[src/rtl/uart_pkg.sv]
// uart_pkg: shared UART types (parity mode, receiver states) and oversampling constant
package uart_pkg;
  typedef enum logic [1:0] {PAR_NONE, PAR_EVEN, PAR_ODD} parity_t;
  typedef enum logic [2:0] {S_IDLE, S_START, S_DATA, S_PARITY, S_STOP, S_WAIT_IDLE} rx_state_t;
  localparam int OVERSAMPLE = 16;
endpackage

[src/rtl/uart_baud_tick.sv]
// uart_baud_tick: oversampling tick every CLK_FREQ/(BAUD*16) clocks; clear holds the phase at 0 (ports: clk, reset, clear, tick)
module uart_baud_tick import uart_pkg::*; #(
  parameter int CLK_FREQ = 12_000_000,
  parameter int BAUD = 9600
) (
  input  logic clk,
  input  logic reset,
  input  logic clear,
  output logic tick
);
  localparam int CLKS_PER_TICK = CLK_FREQ / (BAUD * OVERSAMPLE);
  localparam int W = CLKS_PER_TICK > 1 ? $clog2(CLKS_PER_TICK) : 1;
  logic [W-1:0] cnt;
  always_ff @(posedge clk) begin
    if (reset || clear) cnt <= '0;
    else cnt <= tick ? '0 : cnt + W'(1);
  end
  assign tick = cnt == W'(CLKS_PER_TICK - 1);
endmodule

[src/rtl/uart_rx_cfg.sv]
// uart_rx_cfg: configurable UART receiver (ports: clk, reset, rx_in, data_ack in; data_out, data_valid, framing_error, parity_error, overrun_error, break_detect out)
module uart_rx_cfg import uart_pkg::*; #(
  parameter int CLK_FREQ = 12_000_000,
  parameter int BAUD = 9600,
  parameter int DATA_BITS = 8,
  parameter parity_t PARITY = PAR_NONE,
  parameter int STOP_BITS = 1
) (
  input  logic                 clk,
  input  logic                 reset,
  input  logic                 rx_in,
  input  logic                 data_ack,
  output logic [DATA_BITS-1:0] data_out,
  output logic                 data_valid,
  output logic                 framing_error,
  output logic                 parity_error,
  output logic                 overrun_error,
  output logic                 break_detect
);
  rx_state_t state, state_nx;
  logic sync1, rx_sync, tick;
  logic [3:0] tick_idx, bit_cnt;
  logic [1:0] votes;
  logic [DATA_BITS-1:0] shreg;
  logic par_err, stop_err, any_one;
  logic smp, mid, last_tick, last_bit, done, fe, good, load;
  uart_baud_tick #(.CLK_FREQ(CLK_FREQ), .BAUD(BAUD)) u_tick (
    .clk(clk),
    .reset(reset),
    .clear(state == S_IDLE),
    .tick(tick)
  );
  assign smp = (votes[0] & votes[1]) | (votes[0] & rx_sync) | (votes[1] & rx_sync);
  assign mid = tick && tick_idx == 4'd9;
  assign last_tick = tick && tick_idx == 4'd15;
  assign last_bit = bit_cnt == 4'(state == S_STOP ? STOP_BITS - 1 : DATA_BITS - 1);
  assign done = state == S_STOP && mid && last_bit;
  assign fe = stop_err | ~smp;
  assign good = !fe && !par_err;
  assign load = done && good && (!data_valid || data_ack);
  always_comb begin
    state_nx = state;
    case (state)
      S_IDLE:      state_nx = rx_sync ? S_IDLE : S_START;
      S_START:     state_nx = (mid && smp) ? S_IDLE : last_tick ? S_DATA : S_START;
      S_DATA:      state_nx = (last_tick && last_bit) ? (PARITY == PAR_NONE ? S_STOP : S_PARITY) : S_DATA;
      S_PARITY:    state_nx = last_tick ? S_STOP : S_PARITY;
      S_STOP:      state_nx = done ? (fe ? S_WAIT_IDLE : S_IDLE) : S_STOP;
      S_WAIT_IDLE: state_nx = rx_sync ? S_IDLE : S_WAIT_IDLE;
      default:     state_nx = S_IDLE;
    endcase
  end
  always_ff @(posedge clk) begin
    if (reset) begin
      {sync1, rx_sync} <= 2'b11;
      state <= S_IDLE;
      tick_idx <= '0;
      bit_cnt <= '0;
      votes <= '0;
      shreg <= '0;
      par_err <= 1'b0;
      stop_err <= 1'b0;
      any_one <= 1'b0;
      data_out <= '0;
      data_valid <= 1'b0;
      framing_error <= 1'b0;
      parity_error <= 1'b0;
      overrun_error <= 1'b0;
      break_detect <= 1'b0;
    end else begin
      {sync1, rx_sync} <= {rx_in, sync1};
      state <= state_nx;
      framing_error <= done && fe;
      parity_error <= done && par_err;
      overrun_error <= done && good && data_valid && !data_ack;
      break_detect <= done && !(any_one | smp);
      data_valid <= load || (data_valid && !data_ack);
      if (load) data_out <= shreg;
      if (state == S_IDLE) begin
        tick_idx <= '0;
        bit_cnt <= '0;
        par_err <= 1'b0;
        stop_err <= 1'b0;
        any_one <= 1'b0;
      end else if (tick) begin
        tick_idx <= tick_idx + 4'd1;
        if (tick_idx == 4'd7) votes[0] <= rx_sync;
        if (tick_idx == 4'd8) votes[1] <= rx_sync;
        if (mid) any_one <= any_one | smp;
        if (mid && state == S_DATA) shreg <= {smp, shreg[DATA_BITS-1:1]};
        if (mid && state == S_PARITY) par_err <= smp ^ (PARITY == PAR_ODD) ^ (^shreg);
        if (mid && state == S_STOP && !smp) stop_err <= 1'b1;
        if (last_tick) bit_cnt <= state_nx == state ? bit_cnt + 4'd1 : 4'd0;
      end
    end
  end
endmodule

[config.mk]
export PLATFORM = sky130hd
export DESIGN_NAME = uart_rx_cfg
export DESIGN_NICKNAME = d
export VERILOG_FILES = /design/src/rtl/uart_pkg.sv /design/src/rtl/uart_baud_tick.sv /design/src/rtl/uart_rx_cfg.sv
export SDC_FILE = /design/constraint.sdc
export NUM_CORES = 1
export LEC_CHECK = 0
export ABC_AREA = 1
export CORE_AREA = 2 2 78 80
export DETAILED_ROUTE_END_ITERATION = 10
export DIE_AREA = 0 0 80 82
export SLEW_MARGIN = 20
export SYNTH_ARGS = -nofsm -noshare
export SYNTH_HDL_FRONTEND = slang
export SYNTH_SLANG_ARGS = --single-unit
[constraint.sdc]
create_clock -name clk -period 3 [get_ports clk]
set_clock_uncertainty 0.05 [all_clocks]
set_input_delay 0.3 -clock clk [delete_from_list [all_inputs] [get_ports clk]]
set_output_delay 0.3 -clock clk [all_outputs]
set_load 0.005 [all_outputs]
# --- Word-level counts from Yosys, hierarchy flattened ---
# Index checks and enable logic that the tools add are counted.
word_totals:
  register_bits: 46
  input_bits: 4
  elab_cells: 92
classes:
  addsub: 3
  eq_ne: 12
  mux: 11
  bitwise_logic: 10
  reduce_logical: 38
ops:
  columns: ["cell", "count"]
  rows:
  - ["1-bit logical AND", 18]
  - ["3-bit two-way mux", 6]
  - ["3-bit one-hot mux with 6 select lines", 1]
  - ["4-bit == test, second input constant", 3]
  - ["3-bit AND reduction", 3]
  - ["4-bit by 1-bit adder with 4-bit output, second input constant", 2]
  - ["2-bit AND reduction", 4]
  - ["8-bit parity", 1]
  - ["7-bit by 1-bit adder with 7-bit output, second input constant", 1]
  - ["7-bit == test, second input constant", 1]
  - ["3-bit by 2-bit == test with 1-bit output, second input constant", 2]
  - ["3-bit == test, second input constant", 2]
  - ["1-bit logical NOT", 6]
  - ["4-bit by 3-bit == test with 1-bit output", 1]
  - ["4-bit by 3-bit == test with 1-bit output, second input constant", 1]
  - ["2-bit two-way mux", 2]
  - ["4-bit two-way mux", 1]
  - ["1-bit OR", 4]
  - ["2-bit OR reduction", 2]
  - ["1-bit AND", 3]
  - ["3-bit by 1-bit == test with 1-bit output, second input constant", 1]
  - ["3-bit == test", 1]
  - ["3-bit logical NOT", 1]
  - ["1-bit logical OR", 3]
  - ["other kinds (3)", 4]

# --- Logic depth before layout (Yosys ltp) ---
# Gate-level depths: netlist (run 1).
depth:
  word_depth: 10
  mapped_depth: 15
  ltp_nobuf: 15

# --- Hierarchy ---
# A second synthesis (run 1) with hierarchy kept.
hier_totals:
  hier_cells: 290
  area_unflattened_um2: 2260.9
modules_own_cells:
  columns: ["module", "n_inst", "cells_each", "area_each_um2", "seq_area_each_um2"]
  rows:
  - ["uart_rx_cfg", 1, 241, 1898.1, 780.7]
  - ["uart_baud_tick", 1, 49, 362.8, 140.1]

# --- Least setup slack after synthesis (run 1) ---
# Ideal clock, no wire load.
synth_timing:
  path_type: "register to register"
  start: "reg u_tick.cnt[0]"
  end: "reg data_out[3]"
  setup_time_ns: 0.115
  t_arrival_ns: 1.502
  required_ns: 2.835
  slack_ns: 1.333
  path_stages_with_launch: 12
  period_less_slack_ns: 1.667
  cell_sequence: "dfxtp_1 -> ha_1 -> nand2_1 -> nor2_4 -> nand3_2 -> nor2_4 -> nand3_2 -> nor2_2 -> nand2_2 -> buf_6 -> o21ai_2 -> a21oi_2"
synth_via:
  elab_chain_cells: 6
synth_lines:
  columns: ["item", "line_no", "text"]
  rows:
  - ["start: declaration", "uart_baud_tick.sv:13", "logic [W-1:0] cnt;"]
  - ["start signal: assignment", "uart_baud_tick.sv:16", "else cnt <= tick ? '0 : cnt + W'(1);"]
  - ["7-bit == test", "uart_baud_tick.sv:18", "assign tick = cnt == W'(CLKS_PER_TICK - 1);"]
  - ["1-bit logical AND", "uart_rx_cfg.sv:34", "assign mid = tick && tick_idx == 4'd9;"]
  - ["1-bit logical AND (2 in a row)", "uart_rx_cfg.sv:37", "assign done = state == S_STOP && mid && last_bit;"]
  - ["1-bit logical AND (2 in a row)", "uart_rx_cfg.sv:40", "assign load = done && good && (!data_valid || data_ack);"]
  - ["end signal: assignment", "uart_rx_cfg.sv:78", "if (load) data_out <= shreg;"]
  - ["end: declaration", "uart_rx_cfg.sv:13", "output logic [DATA_BITS-1:0] data_out,"]
# Every way passes these cells.
# A chain may end at the register's enable or synchronous reset.

# --- Worst setup path in the final report (run 1) ---
layout_timing:
  start: "reg u_tick.cnt[0]"
  end: "reg bit_cnt[1]"
layout_via:
  elab_chain_cells: 8
layout_lines:
  columns: ["item", "line_no", "text"]
  rows:
  - ["7-bit == test (*)", "uart_baud_tick.sv:18", null]
  - ["1-bit logical AND", "uart_rx_cfg.sv:34", null]
  - ["1-bit logical AND (2 in a row)", "uart_rx_cfg.sv:37", null]
  - ["3-bit two-way mux", "uart_rx_cfg.sv:48", "S_STOP: state_nx = done ? (fe ? S_WAIT_IDLE : S_IDLE) : S_STOP;"]
  - ["3-bit one-hot mux with 6 select lines", "uart_rx_cfg.sv:43", "case (state)"]
  - ["3-bit == test", "uart_rx_cfg.sv:93", "if (last_tick) bit_cnt <= state_nx == state ? bit_cnt + 4'd1 : 4'd0;"]
  - ["4-bit two-way mux", "uart_rx_cfg.sv:93", null]
  - ["end signal: assignment", "uart_rx_cfg.sv:93", null]
  - ["end: declaration", "uart_rx_cfg.sv:22", "logic [3:0] tick_idx, bit_cnt;"]
# Every way passes the cells marked *; elsewhere a longest branch is shown, timed or not.

==> out/results.tsv, run 1 <==
stage	metric	value	unit
yosys	yosysTopAreaCellShare	0.425	
critical_path	reg2reg_from	u_tick.cnt[0]	
critical_path	reg2reg_to	bit_cnt[1]	
place	place.gp.congestion	0.851	
sta	finalCritPeriodShare	0.659	
die	die-width	80	um
routing	antenna_left	0	
yosys	ys_top_cells_by_area	dfxtp_1 (43%), inv_1 (7.3%), nand2_1 (7.3%)	
routing	drtIter0Drc	78	
sta	layout_min_cycle_time	1.98	ns
clock_network	clock_latency	0.30	ns
min_path	hold_class	reg -> reg	
outcome	outcome	completed	
critical_path	crit_chain	ha_1 > nand2_1 > nor2_4 > nand3_2 > inv_1 > nand2_1 > nand3_1 > nand3_1 > nand2_1 > nand2_1 > nand2_1 > nand2_1 > nand2_2 > nor2_1	
yosys	synthesis.nets	288	
layout	fillers	575	
routing	first_pass_iters	4	
critical_path	cp_slowest_stage_delay	0.38	ns
clock_network	cts_tree	yes	
yosys	async_reset_ff_frac	0	
critical_path	crit_end	bit_cnt[1]	
yosys	synth.largest_area_cell	dfxtp_1	
yosys	syn-cell-area	2170	sq um
yosys	synth_top_flop_cell	dfxtp_1	
critical_path	cp.arrival	2.11	ns
clock_network	clkTransAtPathRegs	0.08	ns
power_and_ir_drop	ir_drop	0.185	mV
sta	slew_viol_final	0	
critical_path	crit_start	u_tick.cnt[0]	
yosys	synth_edf_count	0	
sta	rsz0062_at_grt	false	
routing	viasPerCell	4.64	
global_routing	antenna_found_initial	0	
yosys	synthCells	278	
critical_path	end_kind	flip-flop	
power_and_ir_drop	power_density	441	nW/um^2
clock_network	cts_inserted_buffers	5	
place	io_buffers	16	
clock_network	cts_setup_buffers	0	
global_routing	grt.total_usage	0.137	
power_and_ir_drop	power_leakage	0.913	nW
clock_network	ctsResizeCount	0	
sta	worst_slew_pin_slew	0.386	ns
global_routing	grt_max_degree	20	
routing	vias	1730	
sta	setup_viol	0	
critical_path	start_kind	flip-flop	
layout	drive_gt1_frac	0.138	
sta	relSlewSlack	0.740	
critical_path	rrSetupSlack	1.02	ns
global_routing	grt_pass1_vias	1632	
die	start_util	0.377	
layout	utilization	0.436	
critical_path	cpMostUsedCell	nand2_1	
global_routing	grt-ovfl-total	0	
global_routing	grt_pass1_wl	7110	um
clock_network	cts.sinks	46	
critical_path	critical_path.max_fanout	11	
layout	n_antenna_cell	0	
die	num_rows	28	
yosys	ys_seq_area_frac	0.425	
layout	final_nets	307	
yosys	syn_area_per_cell	7.79	sq um
routing	drc_errors	0	
sta	finalHoldViolCount	0	
yosys	yosysWarnings	0	
clock_network	cts_root_buffer	clkbuf_8	
yosys	ys_seq_elements	46	
critical_path	worstPathRequired	3.14	ns
routing	drt-wirelength-per-cell	10.4	um
die	die_area	6560	sq um
clock_network	cts_buffer_depth	2	
die	core	5750	sq um
run	maxCapViolations	0	
critical_path	reg2reg_depth	14	
critical_path	cp_slowest_cell	dfxtp_1	
place	dpl.hpwl	2940	um
sta	setup-tns-final	0	ns
critical_path	critPathKind	reg -> reg	
die	io_pins	17	
clock_network	ctsHoldBuffers	0	
yosys	synthDistinctLibCells	31	
sta	clock.fmax	0.506	GHz
die	die_h	82	um
routing	routed_wl	3870	um
layout	syn2layout_area_growth	15.7	%
sta	worst_hold_slack	0.365	ns
clock_network	htree_num_levels	2	
Yosys cell counts, drive strengths merged, types with 3 or more instances:
library cell / n
nand4: 4
nand3: 19
nor3: 4
ha: 6
nor2: 30
dfxtp: 46
buf: 3
xnor2: 7
o21ai: 17
a21oi: 30
or2: 5
nand2: 48
xor2: 5
inv: 44
per-layer routing:
metal	part of all wire	GRT usage
met5	0	0
met3	0.029	0.0297
met2	0.44	0.217
met4	0.022	0.0627
met1	0.51	0.178
sequential cells by signal, indices dropped and copies added, names as in the netlist, 2 cells and up:
signal,count
bit_cnt,4
data_out,8
shreg,8
state,3
tick_idx,4
u_tick.cnt,7
votes,2
metrics by stage:
step | power [mW] | worst slack, ns | instances | cell area, sq um
global route | 1.16 | 0.736 | 373 | 2510
floorplan | 0.651 | 1.33 | 278 | 2170
finish | 1.11 | 1.02 | 373 | 2510
detailed placement | 0.660 | 1.02 | 365 | 2390
global placement | 0.660 | 1.08 | 365 | 2390
CTS | 1.12 | 1.01 | 373 | 2510
area by class of cell:
class                   count  area, sq um  area share
repair buffers             17          168      0.0669
clock inverters             3         45.0      0.0180
well taps                  75         93.8      0.0374
clock buffers               5         68.8      0.0275
flip-flops and latches     46          921       0.367
multi-input cells         183         1040       0.417
inverters                  44          165      0.0659
report_power, final:
part | internal (mW) | total, mW | switching, mW
Clock | 0.248 | 0.461 | 0.213
Sequential | 0.612 | 0.616 | 0.00346
Combinational | 0.0117 | 0.0296 | 0.0178
Total | 0.872 | 1.11 | 0.234
layout by cell type, fill, tap and decap left out, types with 6 or more instances in the layout:
cell type         n
a21oi_1          27
xnor2_1           7
ha_1              6
nand3_1          16
nand2_1          42
nor2_1           20
clkdlybuf4s50_1  16
o21ai_0          14
dfxtp_1          46
inv_1            42
worst min path at each step:
| stage | to | start | slack, ns | depth (start not counted) |
|---|---|---|---|---|
| after CTS | rx_sync | sync1 | 0.37 | 1 |
| after floorplan | rx_sync | sync1 | 0.34 | 1 |
| after global routing | rx_sync | sync1 | 0.40 | 1 |
| final | rx_sync | sync1 | 0.37 | 1 |
| after detailed placement | rx_sync | sync1 | 0.35 | 1 |
| after global placement | rx_sync | sync1 | 0.35 | 1 |
cells by family after synthesis:
| family | Yosys count | synth area share |
|---|---|---|
| fa+ha+maj | 6 | 0.0347 |
| compound gates | 50 | 0.127 |
| flops | 46 | 0.425 |
| simple gates | 115 | 0.273 |
| xor+xnor | 12 | 0.0485 |
| buf+inv | 49 | 0.0924 |
worst max-delay path: cells and delay by family, from the launching register on:
kind,cells,cell delay (ns)
flops,1,0.38
simple gates,12,1.01
fa+ha+maj,1,0.16
buf+inv,1,0.26
Note: power is estimated with default switching activity, not from simulation.
==> run 2, diff against run 1 <==
==> constraint.sdc (replaced) <==
create_clock -name clk -period 2 [get_ports clk]
set_clock_uncertainty 0.05 [all_clocks]
set_input_delay 0.2 -clock clk [delete_from_list [all_inputs] [get_ports clk]]
set_output_delay 0.2 -clock clk [all_outputs]
set_load 0.005 [all_outputs]
==> out/results.tsv, run 2 (same netlist as run 1, synthesis figures left out) <==
stage	metric	value	unit	change
critical_path	cpMostUsedCell	nor2_4		was nand2_1
outcome	outcome	completed		unchanged
min_path	hold_class	reg -> reg		unchanged
sta	setup_viol	0		unchanged
routing	viasPerCell	4.67		was 4.64
critical_path	path_depth	10		was 14
sta	setup-tns-final	0	ns	unchanged
layout	fillers	569		was 575
layout	layout_commonest_cell	dfxtp_1		unchanged
layout	drive_gt1_frac	0.193		was 0.138
critical_path	critical_path.max_fanout	16		was 11
min_path	hold_path_depth	1		unchanged
layout	n_antenna_cell	0		unchanged
place	place.gp.congestion	0.868		was 0.851
layout	reg.largest.list	data_out x8, shreg x8, u_tick.cnt x7		unchanged
clock_network	cts_root_buffer	clkbuf_8		unchanged
sta	rsz0062_at_grt	true		was false
routing	drtIter0Drc	93		was 78
critical_path	critPathKind	reg -> reg		unchanged
routing	vias	1780		was 1730
routing	drc_errors	0		unchanged
critical_path	worstPathRequired	2.15	ns	was 3.14 ns
layout	final_nets	315		was 307
layout	syn2layout_area_growth	20.7	%	was 15.7%
global_routing	grt_pass1_vias	1579		was 1632
power_and_ir_drop	power_leakage	0.958	nW	was 0.913 nW
critical_path	cp.buffers_inverters	0		was 1
critical_path	crit_chain	ha_4 > nand2_2 > nor2_4 > nand3_4 > nor2_4 > nand3_2 > nor2_2 > nand2_4 > o21ai_0 > a21oi_1		was ha_1 > nand2_1 > nor2_4 > nand3_2 > inv_1 > nand2_1 > nand3_1 > nand3_1 > nand2_1 > nand2_1 > nand2_1 > nand2_1 > nand2_2 > nor2_1
clock_network	clock_latency	0.31	ns	was 0.30 ns
routing	drt-wirelength-per-cell	10.7	um	was 10.4 um
global_routing	grt_pass1_wl	6740	um	was 7110 um
critical_path	cp_slowest_cell	dfxtp_4		was dfxtp_1
run	maxCapViolations	0		unchanged
place	dpl.hpwl	2980	um	was 2940 um
die	die_h	82	um	unchanged
place	io_buffers	16		unchanged
critical_path	start_kind	flip-flop		unchanged
die	num_rows	28		unchanged
critical_path	path_delay_family	simple AND/OR/NAND/NOR gates		unchanged
sta	finalHoldViolCount	0		unchanged
sta	slew_viol_final	0		unchanged
die	start_util	0.377		unchanged
sta	finalCritPeriodShare	0.938		was 0.659
clock_network	cts_tree	yes		unchanged
power_and_ir_drop	ir_drop	0.287	mV	was 0.185 mV
clock_network	cts_inserted_buffers	5		unchanged
global_routing	grt-ovfl-total	0		unchanged
routing	first_pass_iters	5		was 4
sta	layout_min_cycle_time	1.88	ns	was 1.98 ns
clock_network	htree_num_levels	2		unchanged
routing	antenna_left	0		unchanged
layout	final_cell_mix	dfxtp_1 (44), inv_1 (41), nand2_1 (40), a21oi_1 (27), nor2_1 (17)		was dfxtp_1 (46), inv_1 (42), nand2_1 (42), a21oi_1 (27), nor2_1 (20)
place	dpl_cell_area	2430	sq um	was 2390 sq um
layout	utilization	0.455		was 0.436
die	core	5750	sq um	unchanged
power_and_ir_drop	power_density	600	nW/um^2	was 441 nW/um^2
critical_path	cp_slowest_stage_delay	0.38	ns	about the same
die	io_pins	17		unchanged
critical_path	cp.arrival	2.03	ns	was 2.11 ns
critical_path	reg2reg_depth	10		was 14
clock_network	clkTransAtPathRegs	0.10	ns	was 0.08 ns
global_routing	grt.total_usage	0.131		was 0.137
die	die-width	80	um	unchanged
routing	routed_wl	4070	um	was 3870 um
sta	relSlewSlack	0.728		was 0.740
layout	final_area	2610	sq um	was 2510 sq um
sta	worst_slew_pin_slew	0.408	ns	was 0.386 ns
clock_network	cts_buffer_depth	2		unchanged
global_routing	antenna_found_initial	0		unchanged
global_routing	grt_max_degree	20		unchanged
sta	clock.fmax	0.533	GHz	was 0.506 GHz
die	die_area	6560	sq um	unchanged
critical_path	end_kind	flip-flop		unchanged
clock_network	cts.sinks	46		unchanged
## run 2: worst paths after layout
check	slack (ns)	endpoint	startpoint
max	0.12	data_out[1]	u_tick.cnt[0]
min	0.36	rx_sync	sync1
max reg2reg	0.12	data_out[1]	u_tick.cnt[0]
min reg2reg	0.36	rx_sync	sync1
## run 2: where the power goes
group          total [mW]  switching [mW]  leakage (nW)  internal [mW]
Clock               0.595           0.343        0.0447          0.253
Combinational      0.0519          0.0306         0.541         0.0212
Sequential          0.921         0.00342         0.372          0.918
Total                1.57           0.377         0.958           1.19
## run 2: routing by layer
metal	global-route usage	vias to the layer above	routed length [um]
li1	-	946	-
met1	0.158	788	1950
met2	0.218	38	1870
met3	0.0407	8	170
met4	0.0525	0	75
met5	0	-	0
## run 2: area by class of cell
| class | count | area, sq um | area share |
|---|---|---|---|
| clock inverters | 3 | 25.0 | 0.00957 |
| clock buffers | 5 | 68.8 | 0.0263 |
| well taps | 75 | 93.8 | 0.0359 |
| repair buffers | 25 | 228 | 0.0871 |
| inverters | 44 | 165 | 0.0632 |
| flip-flops and latches | 46 | 926 | 0.354 |
| multi-input cells | 183 | 1110 | 0.424 |
## run 2: metrics by stage
stage | setup WS, ns | instances | hold WS [ns] | power, mW
2_1_floorplan | 0.333 | 278 | 0.254 | 0.977
6_report | 0.124 | 381 | 0.364 | 1.57
3_3_place_gp | 0.0956 | 370 | 0.348 | 0.993
5_1_grt | -0.0134 | 381 | 0.388 | 1.64
3_5_place_dp | 0.0707 | 370 | 0.345 | 0.993
4_1_cts | 0.0517 | 378 | 0.368 | 1.59
## run 2: what timing repair did
item,4_1_cts,5_1_grt
buffers inserted,0,3
hold buffers,0,0
gates resized for setup,0,20
endpoints found under the setup margin,0,12
